$ cat src/rtl/stream_pkg.sv
// Shared widths and fetch-state encoding for the sample streamer.
package stream_pkg;

    localparam int SAMPLE_W = 16;
    localparam int ADDR_W   = 23;

    typedef enum logic [1:0] {
        ST_IDLE,
        ST_REQ,
        ST_WAIT,
        ST_DONE
    } fetch_state_t;

endpackage

$ cat src/rtl/sample_streamer_if.sv
// Read port between the streamer (master) and the RAM controller (slave).
interface sample_streamer_if;
    import stream_pkg::*;

    logic                rd_req;
    logic [ADDR_W-1:0]   rd_addr;
    logic                rd_valid;
    logic [SAMPLE_W-1:0] rd_data;

    modport master (output rd_req, output rd_addr, input rd_valid, input rd_data);
    modport slave  (input rd_req, input rd_addr, output rd_valid, output rd_data);

endinterface

$ cat src/rtl/sample_fifo.sv
// Synchronous sample FIFO with show-ahead head output and a single-cycle flush.
module sample_fifo #(
    parameter int DEPTH = 8,
    parameter int W     = 16
) (
    input  logic                     clk,
    input  logic                     rst,
    input  logic                     flush,
    input  logic                     push,
    input  logic [W-1:0]             push_data,
    input  logic                     pop,
    output logic [W-1:0]             head,
    output logic                     full,
    output logic                     empty,
    output logic [$clog2(DEPTH):0]   count
);
    localparam int AW = $clog2(DEPTH);

    logic [W-1:0]  mem_q [DEPTH];
    logic [AW-1:0] wr_ptr_q;
    logic [AW-1:0] rd_ptr_q;
    logic [AW:0]   count_q;
    logic          do_push;
    logic          do_pop;

    assign full    = (count_q == (AW+1)'(DEPTH));
    assign empty   = (count_q == '0);
    assign count   = count_q;
    assign head    = mem_q[rd_ptr_q];
    assign do_push = push & ~full;
    assign do_pop  = pop & ~empty;

    always_ff @(posedge clk) begin
        if (do_push) begin
            mem_q[wr_ptr_q] <= push_data;
        end
    end

    // Pointers wrap naturally because DEPTH is a power of two.
    always_ff @(posedge clk) begin
        if (rst || flush) begin
            wr_ptr_q <= '0;
            rd_ptr_q <= '0;
            count_q  <= '0;
        end else begin
            if (do_push) begin
                wr_ptr_q <= wr_ptr_q + AW'(1);
            end
            if (do_pop) begin
                rd_ptr_q <= rd_ptr_q + AW'(1);
            end
            case ({do_push, do_pop})
                2'b10:   count_q <= count_q + (AW+1)'(1);
                2'b01:   count_q <= count_q - (AW+1)'(1);
                default: count_q <= count_q;
            endcase
        end
    end

endmodule

$ cat src/rtl/sample_streamer.sv
// Streams a RAM region into a sample FIFO and plays one word per sample tick.
//   IDLE | waiting for a play rising edge
//   REQ  | issue one read once the FIFO has room and nothing is outstanding
//   WAIT | read outstanding, push the word on rd_valid
//   DONE | region fetched, wait for the FIFO to drain
module sample_streamer
    import stream_pkg::*;
#(
    parameter int SAMPLE_DIV = 2268,
    parameter int FIFO_DEPTH = 8
) (
    input  logic                 clk,
    input  logic                 rst,
    input  logic                 play,
    input  logic                 loop,
    input  logic [ADDR_W-1:0]    base_addr,
    input  logic [ADDR_W-1:0]    length,
    sample_streamer_if.master    ram,
    output logic [SAMPLE_W-1:0]  sample,
    output logic                 sample_valid,
    output logic                 busy,
    output logic                 underrun
);
    localparam int TICK_W = (SAMPLE_DIV > 1) ? $clog2(SAMPLE_DIV) : 1;
    localparam int CNT_W  = $clog2(FIFO_DEPTH) + 1;

    logic [TICK_W-1:0]   tick_cnt_q;
    logic [TICK_W-1:0]   tick_cnt_d;
    logic                tick;

    fetch_state_t        state_q;
    logic                play_q;
    logic                busy_q;
    logic                underrun_q;
    logic                rd_req_q;
    logic                drop_q;
    logic                sample_valid_q;
    logic [SAMPLE_W-1:0] sample_q;
    logic [ADDR_W-1:0]   addr_q;
    logic [ADDR_W-1:0]   remain_q;
    logic [ADDR_W-1:0]   base_q;
    logic [ADDR_W-1:0]   len_q;

    logic                fifo_full;
    logic                fifo_empty;
    logic [CNT_W-1:0]    fifo_count;
    logic [SAMPLE_W-1:0] fifo_head;
    logic                flush;
    logic                push;
    logic                pop;
    logic                room;
    logic                drains;

    assign tick       = (tick_cnt_q == TICK_W'(SAMPLE_DIV - 1));
    assign tick_cnt_d = tick ? '0 : tick_cnt_q + TICK_W'(1);

    always_ff @(posedge clk) begin
        if (rst) begin
            tick_cnt_q <= '0;
        end else begin
            tick_cnt_q <= tick_cnt_d;
        end
    end

    // drop_q marks a read abandoned by an abort; it still counts as outstanding.
    assign flush  = ~play & (state_q != ST_IDLE);
    assign push   = (state_q == ST_WAIT) & play & ram.rd_valid & ~drop_q;
    assign pop    = tick & ~fifo_empty & ~flush;
    assign room   = ~fifo_full & ~drop_q;
    assign drains = fifo_empty | (pop & (fifo_count == CNT_W'(1)));

    sample_fifo #(
        .DEPTH (FIFO_DEPTH),
        .W     (SAMPLE_W)
    ) u_fifo (
        .clk       (clk),
        .rst       (rst),
        .flush     (flush),
        .push      (push),
        .push_data (ram.rd_data),
        .pop       (pop),
        .head      (fifo_head),
        .full      (fifo_full),
        .empty     (fifo_empty),
        .count     (fifo_count)
    );

    always_ff @(posedge clk) begin
        if (rst) begin
            state_q        <= ST_IDLE;
            play_q         <= 1'b0;
            busy_q         <= 1'b0;
            underrun_q     <= 1'b0;
            rd_req_q       <= 1'b0;
            drop_q         <= 1'b0;
            sample_valid_q <= 1'b0;
            sample_q       <= '0;
            addr_q         <= '0;
            remain_q       <= '0;
            base_q         <= '0;
            len_q          <= '0;
        end else begin
            play_q         <= play;
            rd_req_q       <= 1'b0;
            sample_valid_q <= pop;
            if (pop) begin
                sample_q <= fifo_head;
            end
            if (tick && fifo_empty && busy_q) begin
                underrun_q <= 1'b1;
            end
            if (ram.rd_valid) begin
                drop_q <= 1'b0;
            end

            case (state_q)
                ST_IDLE: begin
                    if (play && !play_q && length != '0) begin
                        base_q     <= base_addr;
                        len_q      <= length;
                        addr_q     <= base_addr;
                        remain_q   <= length;
                        underrun_q <= 1'b0;
                        busy_q     <= 1'b1;
                        state_q    <= ST_REQ;
                    end
                end
                ST_REQ: begin
                    if (!play) begin
                        busy_q  <= 1'b0;
                        state_q <= ST_IDLE;
                    end else if (room) begin
                        rd_req_q <= 1'b1;
                        state_q  <= ST_WAIT;
                    end
                end
                ST_WAIT: begin
                    if (!play) begin
                        drop_q  <= ~ram.rd_valid;
                        busy_q  <= 1'b0;
                        state_q <= ST_IDLE;
                    end else if (ram.rd_valid) begin
                        if (remain_q == ADDR_W'(1)) begin
                            if (loop) begin
                                addr_q   <= base_q;
                                remain_q <= len_q;
                                state_q  <= ST_REQ;
                            end else begin
                                addr_q   <= addr_q + ADDR_W'(1);
                                remain_q <= '0;
                                state_q  <= ST_DONE;
                            end
                        end else begin
                            addr_q   <= addr_q + ADDR_W'(1);
                            remain_q <= remain_q - ADDR_W'(1);
                            state_q  <= ST_REQ;
                        end
                    end
                end
                ST_DONE: begin
                    if (!play || drains) begin
                        busy_q  <= 1'b0;
                        state_q <= ST_IDLE;
                    end
                end
                default: state_q <= ST_IDLE;
            endcase
        end
    end

    assign ram.rd_req   = rd_req_q;
    assign ram.rd_addr  = addr_q;
    assign sample       = sample_q;
    assign sample_valid = sample_valid_q;
    assign busy         = busy_q;
    assign underrun     = underrun_q;

endmodule

$ cat src/flat_wrapper.sv
// flat-port wrapper written by rule: the top's interface ports become plain ports
module sample_streamer_flat import stream_pkg::*;
#(
    parameter int SAMPLE_DIV = 2268,
    parameter int FIFO_DEPTH = 8
)
  (clk, rst, play, loop, base_addr, length, sample, sample_valid, busy, underrun, ram_rd_req, ram_rd_addr, ram_rd_valid, ram_rd_data);
  sample_streamer_if ram_i ();
  input  logic clk;
  input  logic rst;
  input  logic play;
  input  logic loop;
  input  logic [ADDR_W-1:0] base_addr;
  input  logic [ADDR_W-1:0] length;
  output logic [SAMPLE_W-1:0] sample;
  output logic sample_valid;
  output logic busy;
  output logic underrun;
  output wire logic [$bits(ram_i.rd_req)-1:0] ram_rd_req;
  output wire logic [$bits(ram_i.rd_addr)-1:0] ram_rd_addr;
  input wire logic [$bits(ram_i.rd_valid)-1:0] ram_rd_valid;
  input wire logic [$bits(ram_i.rd_data)-1:0] ram_rd_data;
  assign ram_rd_req = ram_i.rd_req;
  assign ram_rd_addr = ram_i.rd_addr;
  assign ram_i.rd_valid = ram_rd_valid;
  assign ram_i.rd_data = ram_rd_data;
  sample_streamer #(.SAMPLE_DIV(SAMPLE_DIV), .FIFO_DEPTH(FIFO_DEPTH)) u_core (.clk(clk), .rst(rst), .play(play), .loop(loop), .base_addr(base_addr), .length(length), .ram(ram_i), .sample(sample), .sample_valid(sample_valid), .busy(busy), .underrun(underrun));
endmodule
$ cat config.mk
export PLATFORM = sky130hd
export DESIGN_NAME = sample_streamer_flat
export DESIGN_NICKNAME = d
export VERILOG_FILES = /design/src/rtl/stream_pkg.sv /design/src/rtl/sample_streamer_if.sv /design/src/rtl/sample_fifo.sv /design/src/rtl/sample_streamer.sv /design/src/flat_wrapper.sv
export SDC_FILE = /design/constraint.sdc
export NUM_CORES = 1
export LEC_CHECK = 0
export BUFFER_PORTS_ARGS = -buffer_cell sky130_fd_sc_hd__buf_2
export CELL_PAD_IN_SITES_DETAIL_PLACEMENT = 1
export CELL_PAD_IN_SITES_GLOBAL_PLACEMENT = 1
export CORE_MARGIN = 8
export CORE_UTILIZATION = 51
export DETAILED_ROUTE_END_ITERATION = 6
export PLACE_DENSITY = 0.85
export SYNTH_ARGS = -nofsm -noshare
export SYNTH_HDL_FRONTEND = slang
export SYNTH_HIERARCHICAL = 1
export SYNTH_SLANG_ARGS = --single-unit
$ cat constraint.sdc
create_clock -name clk -period 7 [get_ports clk]
set_input_delay 0.7 -clock clk [delete_from_list [all_inputs] [get_ports clk]]
set_output_delay 0.7 -clock clk [all_outputs]
set_load 0.01 [all_outputs]
======== Word level (Yosys, flattened, before mapping) ========
Memory sizes are Yosys's and may differ from the RTL's. A register that Yosys moved wholly into a read port is not among the register bits.
Cells that the tools add are included.
storage, ports and cells
  flip-flop bits (word level) ............. 122
  RAM bits ................................ 128
  input port bits ......................... 67
  output and inout bits ................... 43
  memories kept ........................... 1
memories
  name                 depth  bits a word  read ports  clocked after Yosys merged registers in  wr ports  RTL line           text
  u_core.u_fifo.mem_q  8      16           1           1                                        1         sample_fifo.sv:19  logic [W-1:0] mem_q [DEPTH];
operators by class
  equal/unequal tests ..................... 16
  $add $sub $neg .......................... 7
  bitwise operators ....................... 18
  reduce and logical (&&, ||, !) cells .... 21
  muxes and demuxes ....................... 35
operators with widths
  kind                                                                     count
  23-bit 2-to-1 mux                                                        10
  23-bit case mux with 2 select lines                                      2
  23-bit by 1-bit adder with 23-bit output (second input constant)         1
  23-bit by 1-bit equality test with 1-bit output (second input constant)  1
  23-bit nonzero test                                                      1
  23-bit by 1-bit subtractor with 23-bit output (second input constant)    1
  2-bit 2-to-1 mux                                                         8
  12-bit by 1-bit adder with 12-bit output (second input constant)         1
  12-bit equality test (second input constant)                             1
  1-bit 2-to-1 mux                                                         12
  1-bit bitwise AND                                                        10
  2-bit case mux with 4 select lines                                       1
  4-bit case mux with 2 select lines                                       1
  4-bit AND reduction                                                      2
  1-bit inverter                                                           7
  3-bit by 1-bit adder with 3-bit output (second input constant)           2
  2-bit equality test (second input constant)                              3
  2-bit inequality test (second input constant)                            3
  2-bit nonzero test                                                       3
  4-bit by 1-bit adder with 4-bit output (second input constant)           1
  2-bit by 1-bit equality test with 1-bit output (second input constant)   2
  4-bit by 1-bit equality test with 1-bit output (second input constant)   1
  4-bit equality test (second input constant)                              1
  1-bit logical AND                                                        4
  14 further kinds                                                         18

======== Depth between registers and ports, before layout ========
  depth in word-level cells ............... 9
  gate-level depth with buffers ........... 15
  gate-level depth less buffers ........... 13

======== Cells and area by module ========
The synthesis kept the hierarchy.
by module, submodules not included
  module           cells an instance  times used  area an instance (um^2)
  sample_streamer  874                1           6666.4
  sample_fifo      262                1           5531.6

======== Worst setup path before layout ========
No wires, ideal clock.
  kind .................................... flip-flop to flip-flop
  start ................................... register u_core.state_q[0]
  end ..................................... memory u_core.u_fifo.mem_q[0][0], enable pin
  path buffers ............................ 3
  clock period less this slack ............ 4.109 ns
  library setup time ...................... 0.430 ns
  slack ................................... 2.891 ns
  data arrival time ....................... 3.678 ns
  cell stages (with the launch flop) ...... 10
  path through ............................ dfxtp_1 > inv_1 > ha_1 > clkbuf_1 > clkbuf_1 > clkbuf_1 > nand2_1 > nor3_1 > nand2_8 > nor4_1
between the ends
  word-level cells in the longest chain between the ends .. 7
RTL lines
  what                                    RTL line                text
  start: declaration                      sample_streamer.sv:31   fetch_state_t state_q;
  start signal: assignment                sample_streamer.sv:90   state_q <= ST_IDLE;
  start signal: assignment                sample_streamer.sv:125  state_q <= ST_REQ;
  start signal: assignment                sample_streamer.sv:131  state_q <= ST_IDLE;
  2-bit equality test                     sample_streamer.sv:67   assign push = (state_q == ST_WAIT) & play & ram.rd_valid & ~drop_q;
  1-bit bitwise AND (3 in a row)          sample_streamer.sv:67
  named net u_core.push                   sample_streamer.sv:49   logic push;
  1-bit bitwise AND                       sample_fifo.sv:30       assign do_push = push & ~full;
  1-bit 2-to-1 mux                        sample_fifo.sv:34       if (do_push) begin
  1-bit 2-to-1 mux (not written as such)  sample_fifo.sv:35       mem_q[wr_ptr_q] <= push_data;
  end: declaration                        sample_fifo.sv:19
The timed path passes the listed nets, and every way through them passes these cells.

======== Worst setup path in the final report ========
  start ................................... register u_core.remain_q[7]
  end ..................................... register u_core.remain_q[1]
between the ends
  word-level cells in the longest chain between the ends .. 5
RTL lines
  what                                             RTL line                text
  start: declaration                               sample_streamer.sv:40   logic [ADDR_W-1:0] remain_q;
  start signal: assignment                         sample_streamer.sv:122  remain_q <= length;
  start signal: assignment                         sample_streamer.sv:146  remain_q <= len_q;
  start signal: assignment                         sample_streamer.sv:155  remain_q <= remain_q - ADDR_W'(1);
  23-bit by 1-bit equality test with 1-bit output  sample_streamer.sv:143  if (remain_q == ADDR_W'(1)) begin
  23-bit 2-to-1 mux                                sample_streamer.sv:143
  23-bit 2-to-1 mux                                sample_streamer.sv:142  end else if (ram.rd_valid) begin
  23-bit 2-to-1 mux                                sample_streamer.sv:138  if (!play) begin
  23-bit case mux with 2 select lines              sample_streamer.sv:116  case (state_q)
Every way passes these cells. The select of a mux whose other input is x is not followed.
A chain may end at the register's enable or synchronous reset.

==> reports/summary.txt <==
Worst Tran Pin Value: 1.288 ns
vias in the first global route: 10,500
chip width: 170.7 um
setup bufs post-CTS: 0
slowest CP cell: nor2_1
Pre-antenna DRT Iters: 5
initial detailed-routing violation count: 1,030
YS warnings: 6
DR vias: 9,926
EDFF count, synth: 128
uppermost layer routed: met5
ANT nets after route: 0
Pins Over Slew Limit: 0
GRT Resource Usage Total: 0.2620
DP HPWL: 24,160 um
R2R depth: 6
HP Class: in -> reg
top-area cell type share of the netlist area: 0.3151
GRT overflow: 0
status: complete, no violations
fraction of layout cells with a size suffix above 1: 0.1998
hold buffer count at CTS: 0
final RePlAce weighted congestion: 0.8368
nets@finish: 1,289
Clock Latency Late Sink: 0.56 ns
CTS tree: built
pin count of the biggest net entering global routing: 87
final setup skew: 0.01039 ns
Synth area leaders: edfxtp_1, dfxtp_1, mux4_2
unrepaired setup endpoints after global routing: no
WL/cell: 24.51 um
sequential fraction of the synthesis area: 0.5465
initial core utilization: 0.5197
H-tree depth: 1
crit path kind: reg -> reg
M1 wire length: 15,010 um
register area: 0.006669 mm2
met3 wire length: 3141 um
CTS buffer count: 29
Yosys reg bits: 269
CP max FO: 18
most frequent cells in the layout: nand2_1, dfxtp_1, edfxtp_1
drt drc: 0
achievable clock frequency: 250.5 MHz
clock-pin slew on the worst setup and hold paths: 0.06 ns
clk sinks: 269
CTS root buf: clkbuf_16
Area Growth Syn to Fin: 14.01%
Netlist Area Pre-Place: 0.01220 mm2
Core ar.: 0.02347 mm2
Filler Cells Inserted: 2,491
Tcrit/Tclk final: 0.5704
die area: 0.02912 mm2
CP Cell Sequence: nor4_1, nand4_1, buf_4, nor2_1, a311oi_1, o41ai_1
asr flop ratio synth: 0
final hold violation count: 0
pwr/cell area: 261.2 mW/mm2
reg2reg start: u_core/remain_q[7]
Synth cell types: 73
start point of the critical path: u_core/remain_q[7]
CP Capture Type: flip-flop
Buffers on Ports: 109
Synth Instances: 1,136
Req. time, crit path: 7.45 ns
Non-Filler Instances: 1,552
Setup WS post-layout: 3.007 ns
vias per cell: 6.396
met2 wire length: 18,470 um
crit path launch type: flip-flop
CP arrival: 4.45 ns
number of core rows: 56
CTS Buffer Depth: 3
worst slack at placement: 3.075 ns
max_slew headroom: 0.1384
Die H: 170.7 um
R2R Path End: u_core/remain_q[1]
most common cell after layout, fill and taps aside: nand2_1
Max VDD drop: 252.4 uV
Multi-input gate area: 0.005175 mm2
CTS resizes: 0
Hold Crit Depth: 2
worst reg2reg setup slack: 3.01 ns
# setup viols final: 0
Core Util, Final: 0.5925
max-cap viol count: 0
CP peak stage delay: 0.91 ns
global-route wire length before repair: 60,110 um
post-synthesis net count: 1,216
final wirelength: 38,030 um
io pins: 110
dpl cells: 1,497
minimum clock period: 3.993 ns
leading area contributor after synthesis: edfxtp_1
Hold Path Origin: ram_rd_valid
Leak: 4.734 nW
Worst Hold End: u_core/drop_q
post-synthesis area per instance: 10.74 um2
Most used DFF post-synth: dfxtp_1
initial antenna violation count: 4
setup TNS: 0 ns
## area by class of cell
cell class,instances,share of cell area
inverter,13,0.003509
sequential,269,0.4795
antenna,2,0.0003599
clock inverter,13,0.01080
tap,319,0.02870
clock buffer,40,0.05659
multi-input combinational,770,0.3721
timing repair buffer,126,0.04840
## metrics by stage
step	hold WS [ns]	area (um2)	total power, W
2_1_floorplan	0.4258	12200	0.001990
3_3_place_gp	0.4389	12960	0.002111
3_5_place_dp	0.4498	12960	0.002129
4_1_cts	0.3616	13900	0.003654
5_1_grt	0.3955	13900	0.003751
6_report	0.3811	13910	0.003633
## state kept, by name (all words and copies together), names as in the netlist, 2 cells and up, named ones only
| signal | flops |
|---|---|
| u_core/base_q | 23 |
| u_core/len_q | 23 |
| u_core/ram.rd_addr | 23 |
| u_core/remain_q | 23 |
| u_core/sample | 16 |
| u_core/state_q | 2 |
| u_core/tick_cnt_q | 12 |
| u_core/u_fifo/count | 4 |
| u_core/u_fifo/mem_q | 128 |
| u_core/u_fifo/rd_ptr_q | 3 |
| u_core/u_fifo/wr_ptr_q | 3 |
## how the worst max path moves through the flow
stage | to | slack [ns]
global route | u_core/remain_q[1] | 2.68
CTS | u_core/remain_q[1] | 3.02
detailed placement | u_core/remain_q[11] | 3.07
finish | u_core/remain_q[1] | 3.01
floorplan | u_core/u_fifo/mem_q[0][0] | 2.89
global placement | u_core/remain_q[10] | 3.20
## kinds of logic (layout without fill, tap and decap cells)
kind of cell / count (synthesis) / in the layout / share of synthesized area
AND/OR/NAND/NOR: 378 / 378 / 0.1518
flip-flops: 269 / 269 / 0.5465
adder cells (fa/ha/maj): 13 / 13 / 0.01334
AO/OA/AOI/OAI: 287 / 287 / 0.1476
XOR/XNOR: 36 / 36 / 0.02647
multiplexers: 56 / 56 / 0.08042
buffers and inverters: 97 / 192 / 0.03385
other: 0 / 2 / 0
## power breakdown
group / internal [W] / switching (W) / total (W)
clock network: 0.000896 / 0.000628 / 0.00152
logic: 0.000121 / 0.000229 / 0.000350
registers: 0.00170 / 0.0000615 / 0.00176
total: 0.00271 / 0.000918 / 0.00363
## synthesized netlist by cell type (7+ instances only)
master / n
nand2_1: 176
nor3_1: 29
a21oi_1: 102
nand4_1: 17
or4_1: 8
mux4_2: 32
xor2_1: 15
nand2b_1: 8
a31oi_1: 26
clkbuf_1: 66
o31ai_1: 7
xnor2_1: 20
o31a_1: 9
and4_1: 9
o21ai_0: 62
nor4_1: 13
o211ai_1: 15
or2_2: 9
edfxtp_1: 128
ha_1: 13
dfxtp_1: 141
nand3_1: 30
mux2_2: 16
inv_1: 11
nor2_1: 39
or3_1: 9
mux2i_1: 8
## critical path, delay by kind of cell (launching register included)
kind	cells	cell delay, ns
AO/OA/AOI/OAI	2	0.58
AND/OR/NAND/NOR	3	2.43
flip-flops	1	0.38
buffers and inverters	1	0.49
## layer usage
| layer | vias to the layer above | track usage |
|---|---|---|
| li1 | 4397 | - |
| met4 | 4 | 0.1129 |
| met2 | 478 | 0.4365 |
| met3 | 106 | 0.05001 |
| met1 | 4941 | 0.3292 |
| met5 | - | 0 |
No activity file was read; power rests on OpenSTA's default activity.
